## config.mk

```make
export PLATFORM = sky130hd
export DESIGN_NAME = dequantization
export DESIGN_NICKNAME = d
export VERILOG_FILES = /design/src/rtl/dequantization.sv
export SDC_FILE = /design/constraint.sdc
export NUM_CORES = 2
export LEC_CHECK = 0
export ABC_AREA = 1
export ABC_CLOCK_PERIOD_IN_PS = 20800
export BUFFER_PORTS_ARGS = -buffer_cell sky130_fd_sc_hd__buf_2
export CORE_MARGIN = 2
export CORE_UTILIZATION = 58
export CTS_CLUSTER_DIAMETER = 100
export DETAILED_ROUTE_END_ITERATION = 12
export PLACE_DENSITY = 0.81
export SETUP_SLACK_MARGIN = 0.1
export SLEW_MARGIN = 20
export SYNTH_ARGS = -nofsm -noshare
export SYNTH_HDL_FRONTEND = slang
export SYNTH_SLANG_ARGS = --single-unit
```

## constraint.sdc

```tcl
create_clock -name clk -period 20.8 [get_ports clk]
set_clock_uncertainty 0.2 [all_clocks]
set_input_delay 5.2 -clock clk [delete_from_list [all_inputs] [get_ports clk]]
set_output_delay 5.2 -clock clk [all_outputs]
set_load 0.03 [all_outputs]
```

## src/rtl/dequantization.sv

```systemverilog
// 8-lane dequantizer: multiplies signed 8-bit coefficients by an unsigned per-position
// step table entry and saturates to signed 10 bits, with a one-deep registered output stage.
module dequantization (
    input  logic        clk,
    input  logic        reset,
    input  logic [63:0] in,
    input  logic        in_valid,
    output logic        in_ready,
    input  logic        sof,
    output logic [79:0] out,
    output logic        out_valid,
    input  logic        out_ready,
    output logic        out_last,
    output logic        out_sat,
    input  logic        tbl_we,
    input  logic [5:0]  tbl_addr,
    input  logic [7:0]  tbl_data
);

    logic [7:0]  r_tbl [64];
    logic [2:0]  r_col;
    logic [79:0] r_out;
    logic        r_out_valid;
    logic        r_out_last;
    logic        r_out_sat;

    logic        w_accept;
    logic [2:0]  w_col;
    logic [79:0] w_out;
    logic [7:0]  w_sat;

    assign in_ready = !r_out_valid || out_ready;
    assign w_accept = in_valid && in_ready;
    // sof forces column 0 for the current beat regardless of the running counter.
    assign w_col    = sof ? 3'd0 : r_col;

    // NOTE: the step table is register-based because reset must load every entry with 1;
    // a RAM macro could not be initialised asynchronously.
    always_ff @(posedge clk or posedge reset) begin
        if (reset) begin
            r_tbl <= '{default: 8'd1};
        end else if (tbl_we) begin
            r_tbl[tbl_addr] <= tbl_data;
        end
    end

    for (genvar g = 0; g < 8; g++) begin : g_lane
        logic signed [7:0]  w_coef;
        logic signed [8:0]  w_step;
        logic signed [16:0] w_prod;
        logic        [5:0]  w_idx;

        assign w_idx  = {3'(g), w_col};
        assign w_coef = in[63-8*g -: 8];
        assign w_step = {1'b0, r_tbl[w_idx]};
        assign w_prod = 17'(w_coef) * 17'(w_step);

        always_comb begin
            w_sat[g]              = 1'b0;
            w_out[79-10*g -: 10]  = w_prod[9:0];
            if (w_prod > 17'sd511) begin
                w_sat[g]             = 1'b1;
                w_out[79-10*g -: 10] = 10'h1FF;
            end else if (w_prod < -17'sd512) begin
                w_sat[g]             = 1'b1;
                w_out[79-10*g -: 10] = 10'h200;
            end
        end
    end

    always_ff @(posedge clk or posedge reset) begin
        if (reset) begin
            r_col       <= 3'd0;
            r_out       <= '0;
            r_out_valid <= 1'b0;
            r_out_last  <= 1'b0;
            r_out_sat   <= 1'b0;
        end else begin
            if (w_accept) begin
                r_col       <= w_col + 3'd1;
                r_out       <= w_out;
                r_out_last  <= (w_col == 3'd7);
                r_out_sat   <= |w_sat;
                r_out_valid <= 1'b1;
            end else if (out_ready) begin
                r_out_valid <= 1'b0;
            end
        end
    end

    assign out       = r_out;
    assign out_valid = r_out_valid;
    assign out_last  = r_out_last;
    assign out_sat   = r_out_sat;

endmodule

```

==> results.py <==
metrics = {
    "route": {
        "drt_wl_total_um": 115000,
        "routedWlPerCell_um": 16.1,
        "drt-pass1-iter-count": 9,
        "initialDrtViolationCount": 3513,
        "vias": 39700,
        "drc": 0,
        "final_antenna_net_count": 0,
        "vias_per_cell": 5.58,
    },
    "layout": {
        "multi_input_area_sq_um": 26600,
        "final_common_cell": "nand2_1",
        "final_cell_mix": "nand2_1, inv_1, o21ai_0",
        "fin_nets": 6743,
        "layout-drive-gt1-share": 0.0697,
        "final_util": 0.637,
        "areaGrowthSynthToFinish_pct": 8.42,
        "fill_cells": 6664,
        "seq_area_sq_um": 15000,
    },
    "cts": {
        "clk_pin_slew_ps": 60,
        "clk_latency_ps": 610,
        "tritoncts": "done",
        "clock_path_buffers": 3,
        "post_cts_resized": 0,
        "cts_hold_buf": 0,
        "cts_buffers": 70,
        "post_cts_buffers": 0,
        "cts_max_level": 3,
        "root_buffer": "clkbuf_16",
        "cts_sinks": 598,
    },
    "synth": {
        "ys_ff_latch": 598,
        "synth_ff_type": "dfrtp_1",
        "syn_inst": 5971,
        "yosysWarnings": 0,
        "synth-edff-count": 0,
        "synth.avg_cell_area_sq_um": 7.64,
        "ys_types": 38,
        "syn_nets": 6697,
        "syn_area_sq_um": 45600,
        "async_flop_share": 1.00,
        "yosysSeqAreaShare": 0.330,
    },
    "timing": {
        "tns_ps": 0,
        "fmax_ghz": 0.0795,
        "hold_violations": 0,
        "min_period_over_period": 0.604,
        "holdWs_ps": 279,
        "rsz0062_at_grt": "no",
        "maxSlewHeadroom": 0.207,
        "worst_pin_slew_ps": 1180,
        "setup_viol": 0,
        "slew_viol_final": 0,
        "fin_crit_ps": 12570,
    },
    "power": {
        "leakage_nw": 26.0,
        "power-per-cell-area_nw_per_um2": 123,
        "power_frac_seq": 0.241,
        "p_sw_mw": 2.77,
        "vdd_drop_max_mv": 0.0981,
        "swShare": 0.455,
        "p_int_mw": 3.32,
        "share_comb_of_total_power": 0.553,
        "p_clk_frac": 0.206,
        "p_total_mw": 6.09,
    },
    "placed_design": {
        "gp_congestion": 0.944,
        "hpwl_um": 80000,
        "io_buffer_count": 167,
    },
    "floorplan": {
        "die_h_um": 284,
        "die_w_um": 284,
        "rows": 102,
        "initial_utilization": 0.588,
        "core-area_sq_um": 77600,
        "io_pins": 168,
        "die_area_sq_um": 80900,
    },
    "setup_path": {
        "critPathMostFrequentCell": "nand2_1",
        "slowest_delay_ps": 910,
        "critPathMaxFanout": 137,
        "cp.arrival_ps": 12870,
        "slowest_stage": "inv_6",
        "setup.worst_path.class": "in -> reg",
        "start_kind": "primary input",
        "crit_required_ps": 21090,
        "endpoint_kind": "register",
    },
    "global_route": {
        "grt_first_pass_wirelength_um": 195000,
        "grt_usage": 0.290,
        "grt_pass1_vias": 39600,
        "grt_max_degree": 183,
        "grt_antenna_before_repair": 6,
        "grt_overflow": 0,
    },
    "run_status": {
        "outcome": "finished clean",
    },
    "run": {
        "drv_cap": 0,
    },
    "min_path": {
        "worstHoldPathType": "reg -> reg",
    },
}
state kept, by name, indices dropped and copies added (netlist names):
name / count
out: 80
out_valid: 1
out_sat: 1
r_tbl: 512
r_col: 3
out_last: 1
per-stage QoR:
| step | cell area (sq um) | instances | setup slack [ps] |
|---|---|---|---|
| 2_1_floorplan | 45600 | 5971 | 7300 |
| 3_3_place_gp | 47100 | 6984 | 7620 |
| 3_5_place_dp | 47100 | 6984 | 7500 |
| 4_1_cts | 49400 | 7109 | 8090 |
| 5_1_grt | 49400 | 7111 | 7730 |
| 6_report | 49500 | 7114 | 8230 |
worst max-delay path: cells and delay by family:
kind	cells	cell delay [ps]
adder cells (fa/ha/maj)	5	2230
buffers and inverters	9	2440
AO/OA/AOI/OAI	4	1040
AND/OR/NAND/NOR	14	1830
layout make-up:
cell class / instances / share of cell area
multi-input cells: 4328 / 0.538
repair buffers: 193 / 0.0215
well taps: 1040 / 0.0263
diodes: 4 / 0.000202
flip-flops and latches: 598 / 0.304
clock buffers: 101 / 0.0412
clock inverters: 24 / 0.00584
inverters: 826 / 0.0630
synthesized netlist by cell type, types with 10 or more instances:
cell	count	area share
dfrtp_1	534	0.29
a32o_1	96	0.021
fa_1	296	0.13
nor3_1	11	0.0012
nand4_1	25	0.0034
clkinv_1	10	0.00082
buf_2	43	0.0047
inv_1	809	0.067
nand2_1	1841	0.15
xor2_1	15	0.0029
o21ai_0	591	0.065
dfstp_2	64	0.037
nor2_1	559	0.046
nand3_1	224	0.025
ha_1	346	0.095
o21ai_1	42	0.0046
xnor2_1	17	0.0033
clkbuf_1	161	0.013
a21oi_1	198	0.022
path summary, 6_finish.rpt:
check / startpoint / endpoint / slack (ps) / cells after the start
max: sof / out_sat / 8230 / 32
min: out[21] / out[21] / 280 / 2
max reg2reg: r_col[0] / out_sat / 12580 / 30
min reg2reg: out[21] / out[21] / 280 / 2
max in group asynchronous: reset / out[5] / 12440 / 6
min in group asynchronous: reset / r_tbl[102] / 4690 / 3
power groups by stage:
stage / Sequential (mW) / Combinational, mW / Clock [mW]
floorplan: 1.58 / 2.46 / 0
global placement: 1.48 / 3.25 / 0
detailed placement: 1.48 / 3.33 / 0
CTS: 1.47 / 3.36 / 1.27
global route: 1.49 / 3.89 / 1.31
finish: 1.47 / 3.37 / 1.25
per-layer routing:
| metal | global-route usage | routed length, um | vias to the layer above |
|---|---|---|---|
| met2 | 0.495 | 55600 | 1285 |
| met1 | 0.384 | 49000 | 19200 |
| met5 | 0 | 13 | - |
| met4 | 0.0945 | 3340 | 2 |
| met3 | 0.0356 | 6910 | 235 |
| li1 | - | - | 19000 |
cells by family (layout without fill, tap and decap cells):
logic type      Yosys count  in the layout  synth area share
buf+inv                1045           1144            0.0878
simple gates           2697           2697             0.234
flops                   598            598             0.330
other cells               0              4                 0
fa+ha+maj               642            642             0.225
xor+xnor                 32             32           0.00614
compound gates          957            957             0.117
Power figures use the tool's default switching activity.
